--- config.mk ---
export PLATFORM = sky130hd
export DESIGN_NAME = pm_alu_sched_flat
export DESIGN_NICKNAME = d
export VERILOG_FILES = /design/src/rtl/pm_alu_sched_if.sv /design/src/rtl/pm_alu_sched.sv /design/src/flat_wrapper.sv
export SDC_FILE = /design/constraint.sdc
export NUM_CORES = 1
export LEC_CHECK = 0
export BUFFER_PORTS_ARGS = -buffer_cell sky130_fd_sc_hd__buf_2
export CORE_AREA = 2 2 133 135
export CTS_BUF_LIST = sky130_fd_sc_hd__clkbuf_8
export DETAILED_ROUTE_END_ITERATION = 8
export DIE_AREA = 0 0 135 137
export PLACE_DENSITY = 0.48
export SYNTH_ARGS = -nofsm -noshare
export SYNTH_HDL_FRONTEND = slang
export SYNTH_SLANG_ARGS = --single-unit
export TNS_END_PERCENT = 20
--- constraint.sdc ---
create_clock -name clk -period 1.5 [get_ports clk]
set_input_delay 0.225 -clock clk [delete_from_list [all_inputs] [get_ports clk]]
set_output_delay 0.225 -clock clk [all_outputs]
set_load 0.05 [all_outputs]
--- src/rtl/pm_alu_sched_if.sv ---
// Scheduler <-> reservation stations / ALU / CDB bundle. master = environment side, slave = scheduler.
interface pm_alu_sched_if #(
  parameter int NRS  = 3,
  parameter int TAGW = 4
);
  logic [NRS-1:0]      req_valid;
  logic [NRS-1:0]      req_op;
  logic [32*NRS-1:0]   req_a;
  logic [32*NRS-1:0]   req_b;
  logic [NRS-1:0]      grant;
  logic                alu_en;
  logic                alu_op;
  logic [31:0]         alu_a;
  logic [31:0]         alu_b;
  logic [1:0]          alu_state;
  logic [31:0]         alu_result;
  logic                cdb_valid;
  logic [TAGW-1:0]     cdb_tag;
  logic [31:0]         cdb_data;
  logic                cdb_ack;
  logic                busy;

  modport master (
    output req_valid, req_op, req_a, req_b, alu_result, cdb_ack,
    input  grant, alu_en, alu_op, alu_a, alu_b, alu_state, cdb_valid, cdb_tag, cdb_data, busy
  );

  modport slave (
    input  req_valid, req_op, req_a, req_b, alu_result, cdb_ack,
    output grant, alu_en, alu_op, alu_a, alu_b, alu_state, cdb_valid, cdb_tag, cdb_data, busy
  );
endinterface

--- src/rtl/pm_alu_sched.sv ---
// Plus/minus ALU issue scheduler: grant at T, add result on CDB at T+1, sub at T+2; result held until cdb_ack, no grant while stalled.
// PM_SCHED_RR_EN selects round-robin arbitration; otherwise fixed priority (lowest station wins).
module pm_alu_sched #(
  parameter int NRS      = 3,
  parameter int TAGW     = 4,
  parameter int TAG_BASE = 1
) (
  input  logic           clk,
  input  logic           nRST,
  pm_alu_sched_if.slave  bus
);
  localparam int IDXW = $clog2(NRS);

  typedef enum logic [1:0] {
    IDLE = 2'd0,
    ADD  = 2'd1,
    INV  = 2'd2,
    MADD = 2'd3
  } state_t;

  state_t          state_q, state_d;
  logic            run_q;
  logic [TAGW-1:0] tag_q, tag_d;
  logic [IDXW-1:0] win;
  logic            out_phase;
  logic            accept;

`ifdef PM_SCHED_RR_EN
  logic [IDXW-1:0] last_q;
  logic [IDXW-1:0] idx;
  logic            hit;

  always_comb begin
    win = '0;
    idx = '0;
    hit = 1'b0;
    for (int k = 1; k <= NRS; k++) begin
      idx = IDXW'((int'(last_q) + k) % NRS);
      if (!hit && bus.req_valid[idx]) begin
        win = idx;
        hit = 1'b1;
      end
    end
  end

  always_ff @(posedge clk or negedge nRST) begin
    if (!nRST)       last_q <= IDXW'(NRS - 1);
    else if (accept) last_q <= win;
  end
`else
  always_comb begin
    win = '0;
    for (int i = NRS - 1; i >= 0; i--) begin
      if (bus.req_valid[i]) win = IDXW'(i);
    end
  end
`endif

  assign out_phase = (state_q == ADD) || (state_q == MADD);
  // run_q keeps grants off until the first edge after reset release
  assign accept = run_q && (|bus.req_valid) &&
                  ((state_q == IDLE) || (out_phase && bus.cdb_ack));

  always_comb begin
    state_d       = state_q;
    tag_d         = tag_q;
    bus.grant     = '0;
    bus.alu_en    = 1'b0;
    bus.alu_op    = 1'b0;
    bus.alu_a     = '0;
    bus.alu_b     = '0;
    case (state_q)
      INV:      state_d = MADD;
      ADD,
      MADD:     if (bus.cdb_ack) state_d = IDLE;
      default:  state_d = IDLE;
    endcase
    if (accept) begin
      bus.grant[win] = 1'b1;
      bus.alu_en     = 1'b1;
      bus.alu_op     = bus.req_op[win];
      bus.alu_a      = bus.req_a[32*int'(win) +: 32];
      bus.alu_b      = bus.req_b[32*int'(win) +: 32];
      tag_d          = TAGW'(TAG_BASE) + TAGW'(win);
      state_d        = bus.req_op[win] ? INV : ADD;
    end
  end

  always_ff @(posedge clk or negedge nRST) begin
    if (!nRST) begin
      state_q <= IDLE;
      tag_q   <= '0;
      run_q   <= 1'b0;
    end else begin
      state_q <= state_d;
      tag_q   <= tag_d;
      run_q   <= 1'b1;
    end
  end

  assign bus.alu_state = state_q;
  assign bus.busy      = (state_q != IDLE);
  assign bus.cdb_valid = out_phase;
  assign bus.cdb_tag   = out_phase ? tag_q : '0;
  assign bus.cdb_data  = out_phase ? bus.alu_result : '0;
endmodule
--- src/flat_wrapper.sv ---
// flat-port wrapper written by rule: the top's interface ports become plain ports
module pm_alu_sched_flat 
#(
  parameter int NRS      = 3,
  parameter int TAGW     = 4,
  parameter int TAG_BASE = 1
)
  (clk, nRST, bus_req_valid, bus_req_op, bus_req_a, bus_req_b, bus_alu_result, bus_cdb_ack, bus_grant, bus_alu_en, bus_alu_op, bus_alu_a, bus_alu_b, bus_alu_state, bus_cdb_valid, bus_cdb_tag, bus_cdb_data, bus_busy);
  pm_alu_sched_if #(.NRS(NRS), .TAGW(TAGW)) bus_i ();
  input  logic clk;
  input  logic nRST;
  input wire logic [$bits(bus_i.req_valid)-1:0] bus_req_valid;
  input wire logic [$bits(bus_i.req_op)-1:0] bus_req_op;
  input wire logic [$bits(bus_i.req_a)-1:0] bus_req_a;
  input wire logic [$bits(bus_i.req_b)-1:0] bus_req_b;
  input wire logic [$bits(bus_i.alu_result)-1:0] bus_alu_result;
  input wire logic [$bits(bus_i.cdb_ack)-1:0] bus_cdb_ack;
  output wire logic [$bits(bus_i.grant)-1:0] bus_grant;
  output wire logic [$bits(bus_i.alu_en)-1:0] bus_alu_en;
  output wire logic [$bits(bus_i.alu_op)-1:0] bus_alu_op;
  output wire logic [$bits(bus_i.alu_a)-1:0] bus_alu_a;
  output wire logic [$bits(bus_i.alu_b)-1:0] bus_alu_b;
  output wire logic [$bits(bus_i.alu_state)-1:0] bus_alu_state;
  output wire logic [$bits(bus_i.cdb_valid)-1:0] bus_cdb_valid;
  output wire logic [$bits(bus_i.cdb_tag)-1:0] bus_cdb_tag;
  output wire logic [$bits(bus_i.cdb_data)-1:0] bus_cdb_data;
  output wire logic [$bits(bus_i.busy)-1:0] bus_busy;
  assign bus_i.req_valid = bus_req_valid;
  assign bus_i.req_op = bus_req_op;
  assign bus_i.req_a = bus_req_a;
  assign bus_i.req_b = bus_req_b;
  assign bus_i.alu_result = bus_alu_result;
  assign bus_i.cdb_ack = bus_cdb_ack;
  assign bus_grant = bus_i.grant;
  assign bus_alu_en = bus_i.alu_en;
  assign bus_alu_op = bus_i.alu_op;
  assign bus_alu_a = bus_i.alu_a;
  assign bus_alu_b = bus_i.alu_b;
  assign bus_alu_state = bus_i.alu_state;
  assign bus_cdb_valid = bus_i.cdb_valid;
  assign bus_cdb_tag = bus_i.cdb_tag;
  assign bus_cdb_data = bus_i.cdb_data;
  assign bus_busy = bus_i.busy;
  pm_alu_sched #(.NRS(NRS), .TAGW(TAGW), .TAG_BASE(TAG_BASE)) u_core (.clk(clk), .nRST(nRST), .bus(bus_i));
endmodule
==> results.toml, run 1 <==
[critical_path]
cp.arrival_ns = 1.66
cpMaxStageDelayCell = "dfrtp_2"
cp-end-kind = "primary output"
path_buf_inv = 3
critPathLaunchType = "register"
required_ns = 1.27
cp_top_family = "buffers and inverters"
critPathKind = "reg2out"
cp_common_cell = "buf_4"
max_stage_delay_ns = 0.43
crit_chain = "and2_4 -> o211ai_4 -> buf_12 -> buf_4 -> nor3_4 -> buf_4"
worst-path-max-fanout = 11

[pwr]
p_leak_nw = 2.91
ir_drop_mv = 0.809
power.density_nw_per_um2 = 1090
power_mw = 7.04

[synth]
synthesis.area_um2 = 2630
synth_fp_nets = 670
synth_seq_area_share_pct = 5.71
ys_warn_count = 0
postSynthCellCount = 437
ys_types = 28
avgSynthCellArea_um2 = 6.02
synth.ff_latch_count = 6

[timing]
hold_ws_ns = 0.361
layout_min_cycle_time_ns = 1.88
fmax_mhz = 532
min_period_over_period_pct = 125
finalWorstSetupSlack_ns = -0.381
finalHoldViolations = 0
rsz0062_at_grt = "yes"
tightest_slew_ns = 0.520
skew_ns = 0.00204
drv_slew = 0
setup_viol = 70
slew_headroom_pct = 65.3
finalSetupTns_ns = -22.41

[die]
dieHeight_um = 137
coreArea_um2 = 17100
die_area_um2 = 18500
start_util_pct = 15.4
num_rows = 48
die_x_um = 135
ios = 342

[finish]
fin_cells = 1019
fin_nets = 1029
n_antenna_cell = 0
drive_above_1_share_pct = 66.0
fillers = 1796
area_delta_synth_final_pct = 145

[global_routing]
grt_start_max_net_pins = 46
grt_pass1_vias = 4401
grt_usage_pct = 15.0
gr-total-overflow = 0
grt_pass1_wl_mm = 22.4
antenna_found_initial = 1

[hold_path]
hold_class = "in2async"

[detailed_routing]
num_vias = 4354
via_per_inst = 4.27
post_drt_wl_per_cell_um = 14.6
drt-total-wl_mm = 14.8
drt_iter0_drc = 149
ant_nets = 0
drc = 0
dr.pass1.iters = 4

[clock_tree]
h-tree-depth = 1
path_clk_slew_ns = 0.04
max-clock-path-buffers = 2
clkLatencyLatePin_ns = 0.22
root_buffer = "clkbuf_8"
cts_num_sinks = 6
cts_buffers = 3
cts_tree = "done"

[run_status]
violations = "setup timing"
run_status = "complete, but fails checks"

[place]
dp_hpwl_mm = 12.1
dpl.cell_count = 1014
io_buffers = 340
routabilityCongestion = 0.840

[flow_run]
max_cap_violations = 0
-- final cells by class --
type                       count  area (um2)  area share [%]
sequential                     6         153            2.37
tap                          225         282            4.37
multi-input combinational    379        3010            46.7
clock buffer                   3        41.3           0.640
inverter                       2        7.51           0.116
timing repair buffer         404        2950            45.8
-- stage by stage --
step | setup slack [ns] | util (%) | area [um2]
2_1_floorplan | -0.309 | - | 3440
3_3_place_gp | -0.356 | 34.4 | 5870
3_5_place_dp | -0.387 | 34.4 | 5870
4_1_cts | -0.404 | 37.3 | 6370
5_1_grt | -0.438 | 37.8 | 6450
6_report | -0.381 | 37.8 | 6450
-- power breakdown --
group | switching (mW) | internal [mW] | leakage (nW)
clock network | 0.0689 | 0.172 | 0.0216
logic | 4.07 | 2.46 | 2.82
registers | 0.0479 | 0.222 | 0.0688
-- cells in the mapped netlist --
| cell | count | area share (%) |
|---|---|---|
| o211ai_2 | 1 | 0.48 |
| a32o_1 | 1 | 0.38 |
| buf_4 | 3 | 0.86 |
| or4b_1 | 1 | 0.38 |
| and2_1 | 38 | 9.0 |
| o21ai_0 | 1 | 0.19 |
| nand2b_1 | 65 | 15 |
| clkbuf_1 | 21 | 3.0 |
| buf_2 | 17 | 3.2 |
| o21ba_2 | 1 | 0.38 |
| or3b_2 | 35 | 12 |
| or3b_1 | 29 | 9.7 |
| o221a_2 | 1 | 0.43 |
| conb_1 | 2 | 0.29 |
| mux2_1 | 1 | 0.43 |
| nand2_1 | 2 | 0.29 |
| buf_1 | 6 | 0.86 |
| inv_1 | 2 | 0.29 |
| a21boi_0 | 1 | 0.29 |
| nor2_1 | 68 | 9.7 |
| nor3_1 | 64 | 12 |
| a2bb2oi_1 | 1 | 0.33 |
| o221ai_1 | 1 | 0.33 |
| and3_1 | 1 | 0.24 |
| or3_4 | 1 | 0.43 |
| dfrtp_1 | 6 | 5.7 |
| buf_6 | 3 | 1.3 |
| a21oi_1 | 64 | 12 |
-- timing repair --
action                                  4_1_cts  5_1_grt
hold endpoints to repair                      6        0
setup buffers                                 0        1
hold buffers                                  1        0
resized for setup                           145       29
gates cloned                                  0        0
endpoints found under the setup margin       75       96
pin swaps                                    34       15
-- worst register-to-register path, cell delays in order (launching register included) --
cell and delay (ns):
dfrtp_2 0.43, and2_4 0.16, o211ai_4 0.23, buf_12 0.20, buf_12 0.13, mux2_4 0.29
-- registers in the layout, summed over array words and instances (netlist names) --
name and count:
u_core.bus.alu_state 2, u_core.tag_q 3, u_core.run_q 1
-- layer usage --
metal  vias up  GRT usage (%)  routed length, um
met5         -              0                 11
met4         2           2.60                115
met3        12           2.37               1080
li1       2194              -                  -
met2       183           27.7               7670
met1      1963           18.7               5950
-- worst paths after layout --
kind / from / endpoint / slack, ns / cells after the start
worst max-delay path: u_core.bus.alu_state[0]$_DFFE_PN0P_ / bus_alu_b[27] / -0.38 / 6
min in group clk: bus_cdb_ack / u_core.bus.alu_state[1]$_DFFE_PN0P_ / 0.47 / 5
worst min-delay path: nRST / u_core.bus.alu_state[1]$_DFFE_PN0P_ / 0.36 / 2
worst max register to register: u_core.bus.alu_state[0]$_DFFE_PN0P_ / u_core.tag_q[0]$_DFFE_PN0P_ / -0.06 / 5
worst min register to register: u_core.tag_q[2]$_DFFE_PN0P_ / u_core.tag_q[2]$_DFFE_PN0P_ / 0.48 / 1
max in group asynchronous: nRST / u_core.bus.alu_state[0]$_DFFE_PN0P_ / 0.98 / 2
-- cell usage in the layout (no fill, tap or decap), types with 20 or more instances in the layout --
master / instances
buf_6: 66
clkbuf_4: 20
a21oi_1: 61
or3b_2: 35
buf_2: 242
or3b_1: 29
and2_1: 36
nor2_1: 65
buf_12: 22
buf_4: 53
nor3_4: 64
nand2b_1: 65
-- cells by family after synthesis --
| logic type | synth area share (%) |
|---|---|
| and+or+nand+nor | 69.1 |
| AOI/OAI and AO/OA | 15.0 |
| buffers and inverters | 9.52 |
| DFF | 5.71 |
| other | 0.286 |
| muxes | 0.428 |
Note: power is estimated with default switching activity, not from simulation.
==> inputs of run 2 (changes only) <==
clock period = 1.6 ns   (was 1.5 ns; I/O delays follow)
==> results.toml, run 2 (synthesis gave the netlist of run 1 again) <==
[run_status]
run_status = "complete, but fails checks"
violations = "setup timing"

[place]
io_buffers = 340
routabilityCongestion = 0.815
dpl.cell_count = 1017
dp_hpwl_mm = 12.3

[finish]
drive_above_1_share_pct = 66.8
fin_cells = 1024
final_cell_mix = "buf_2 (268), buf_6 (66), nor2_1 (65), nand2b_1 (65), nor3_4 (64)"
fin_util_pct = 37.7
top_register = "u_core.tag_q"
n_antenna_cell = 0
area_delta_synth_final_pct = 145
largest_reg_flops = 3
final_common_cell = "buf_2"
fillers = 1783
fin_nets = 1033

[timing]
min_period_over_period_pct = 118
skew_ns = 0.00494
layout_min_cycle_time_ns = 1.90
finalWorstSetupSlack_ns = -0.295
finalHoldViolations = 0
drv_slew = 0
rsz0062_at_grt = "yes"
fmax_mhz = 528
setup_viol = 69

[die]
die_area_um2 = 18500
start_util_pct = 15.4
dieHeight_um = 137
num_rows = 48
die_x_um = 135
coreArea_um2 = 17100
ios = 342

[detailed_routing]
ant_nets = 0
drc = 0
post_drt_wl_per_cell_um = 14.3
drt_iter0_drc = 105
via_per_inst = 4.27
drt-total-wl_mm = 14.6
num_vias = 4369
dr.pass1.iters = 4

[pwr]
p_leak_nw = 2.93
ir_drop_mv = 0.561
power.density_nw_per_um2 = 1020

[clock_tree]
clkLatencyLatePin_ns = 0.23
h-tree-depth = 1
root_buffer = "clkbuf_8"
path_clk_slew_ns = 0.04
cts_buffers = 3
cts_num_sinks = 6
max-clock-path-buffers = 2
cts_tree = "done"

[critical_path]
cp_common_cell = "buf_4"
worst-path-max-fanout = 11
max_stage_delay_ns = 0.43
rr_worst_depth = 5
critPathLaunchType = "register"
cpMaxStageDelayCell = "dfrtp_2"
cp-end-kind = "primary output"
crit_chain = "and2_4 -> o211ai_4 -> buf_12 -> buf_4 -> nor3_4 -> buf_4"
critPathKind = "reg2out"
cp.arrival_ns = 1.66
required_ns = 1.36

[global_routing]
grt_start_max_net_pins = 38
gr-total-overflow = 0
antenna_found_initial = 1
grt_pass1_wl_mm = 21.9
grt_pass1_vias = 4364
grt_usage_pct = 14.6

[hold_path]
hold_class = "in2async"

[flow_run]
max_cap_violations = 0
run 2: cell types whose count changed in the layout (fill, tap and decap cells not counted), sizes merged:
cell    previous run  this run
buf              383       405
clkbuf            23         5
inv                2         3
run 2: area by class of cell:
cell class	count	area, um2	area share (%)
sequential	6	153	2.37
clock inverter	1	3.75	0.0583
timing repair buffer	408	2920	45.3
multi-input combinational	379	3030	47.1
tap	225	282	4.37
inverter	2	7.51	0.117
clock buffer	3	41.3	0.642
run 2: final timing paths:
check                                                     from                             endpoint  slack, ns
setup / recovery           u_core.bus.alu_state[0]$_DFFE_PN0P_                        bus_alu_b[27]      -0.30
hold / removal                                            nRST          u_core.tag_q[2]$_DFFE_PN0P_       0.37
setup reg to reg           u_core.bus.alu_state[0]$_DFFE_PN0P_          u_core.tag_q[0]$_DFFE_PN0P_       0.02
hold reg to reg                    u_core.tag_q[2]$_DFFE_PN0P_          u_core.tag_q[2]$_DFFE_PN0P_       0.50
max in group asynchronous                                 nRST  u_core.bus.alu_state[0]$_DFFE_PN0P_       1.07
min in group clk                              bus_req_valid[0]  u_core.bus.alu_state[0]$_DFFE_PN0P_       0.47
run 2: where the power goes:
part	internal [mW]	switching (mW)	leakage, nW	total (mW)
clock	0.166	0.0754	0.0269	0.241
sequential	0.208	0.0446	0.0688	0.253
combinational	2.24	3.82	2.83	6.07
run 2: layer usage:
layer	wire, um	GRT usage (%)	up-vias	share of wire [%]
li1	-	-	2199	-
met1	5880	17.7	1972	40
met5	13	0	-	0.089
met3	1120	2.56	14	7.7
met2	7480	27.2	182	51
met4	135	2.78	2	0.92
run 2: stage by stage:
step	setup slack (ns)	total power [mW]	hold WS, ns	setup TNS, ns	instance area [um2]
floorplan	-0.224	4.24	-0.0556	-18.27	3440
global placement	-0.286	5.93	0.0718	-16.29	5890
detailed placement	-0.283	5.93	0.0718	-16.71	5890
CTS	-0.323	6.57	0.381	-18.34	6370
global route	-0.366	6.87	0.387	-21.25	6440
finish	-0.295	6.56	0.372	-16.57	6440
run 2: critical path, delay by kind of cell (launching register included):
family / cells / cell delay, ns
buf+inv: 3 / 0.56
compound gates: 1 / 0.23
simple gates: 2 / 0.20
flops: 1 / 0.43
run 2: repair_timing:
action | 4_1_cts | 5_1_grt
cloned | 0 | 0
hold endpoints to repair | 6 | 0
gates resized for setup | 136 | 15
hold buffers | 1 | 0
endpoints found under the setup margin | 70 | 72
buffers inserted | 0 | 2
pin swaps | 39 | 13
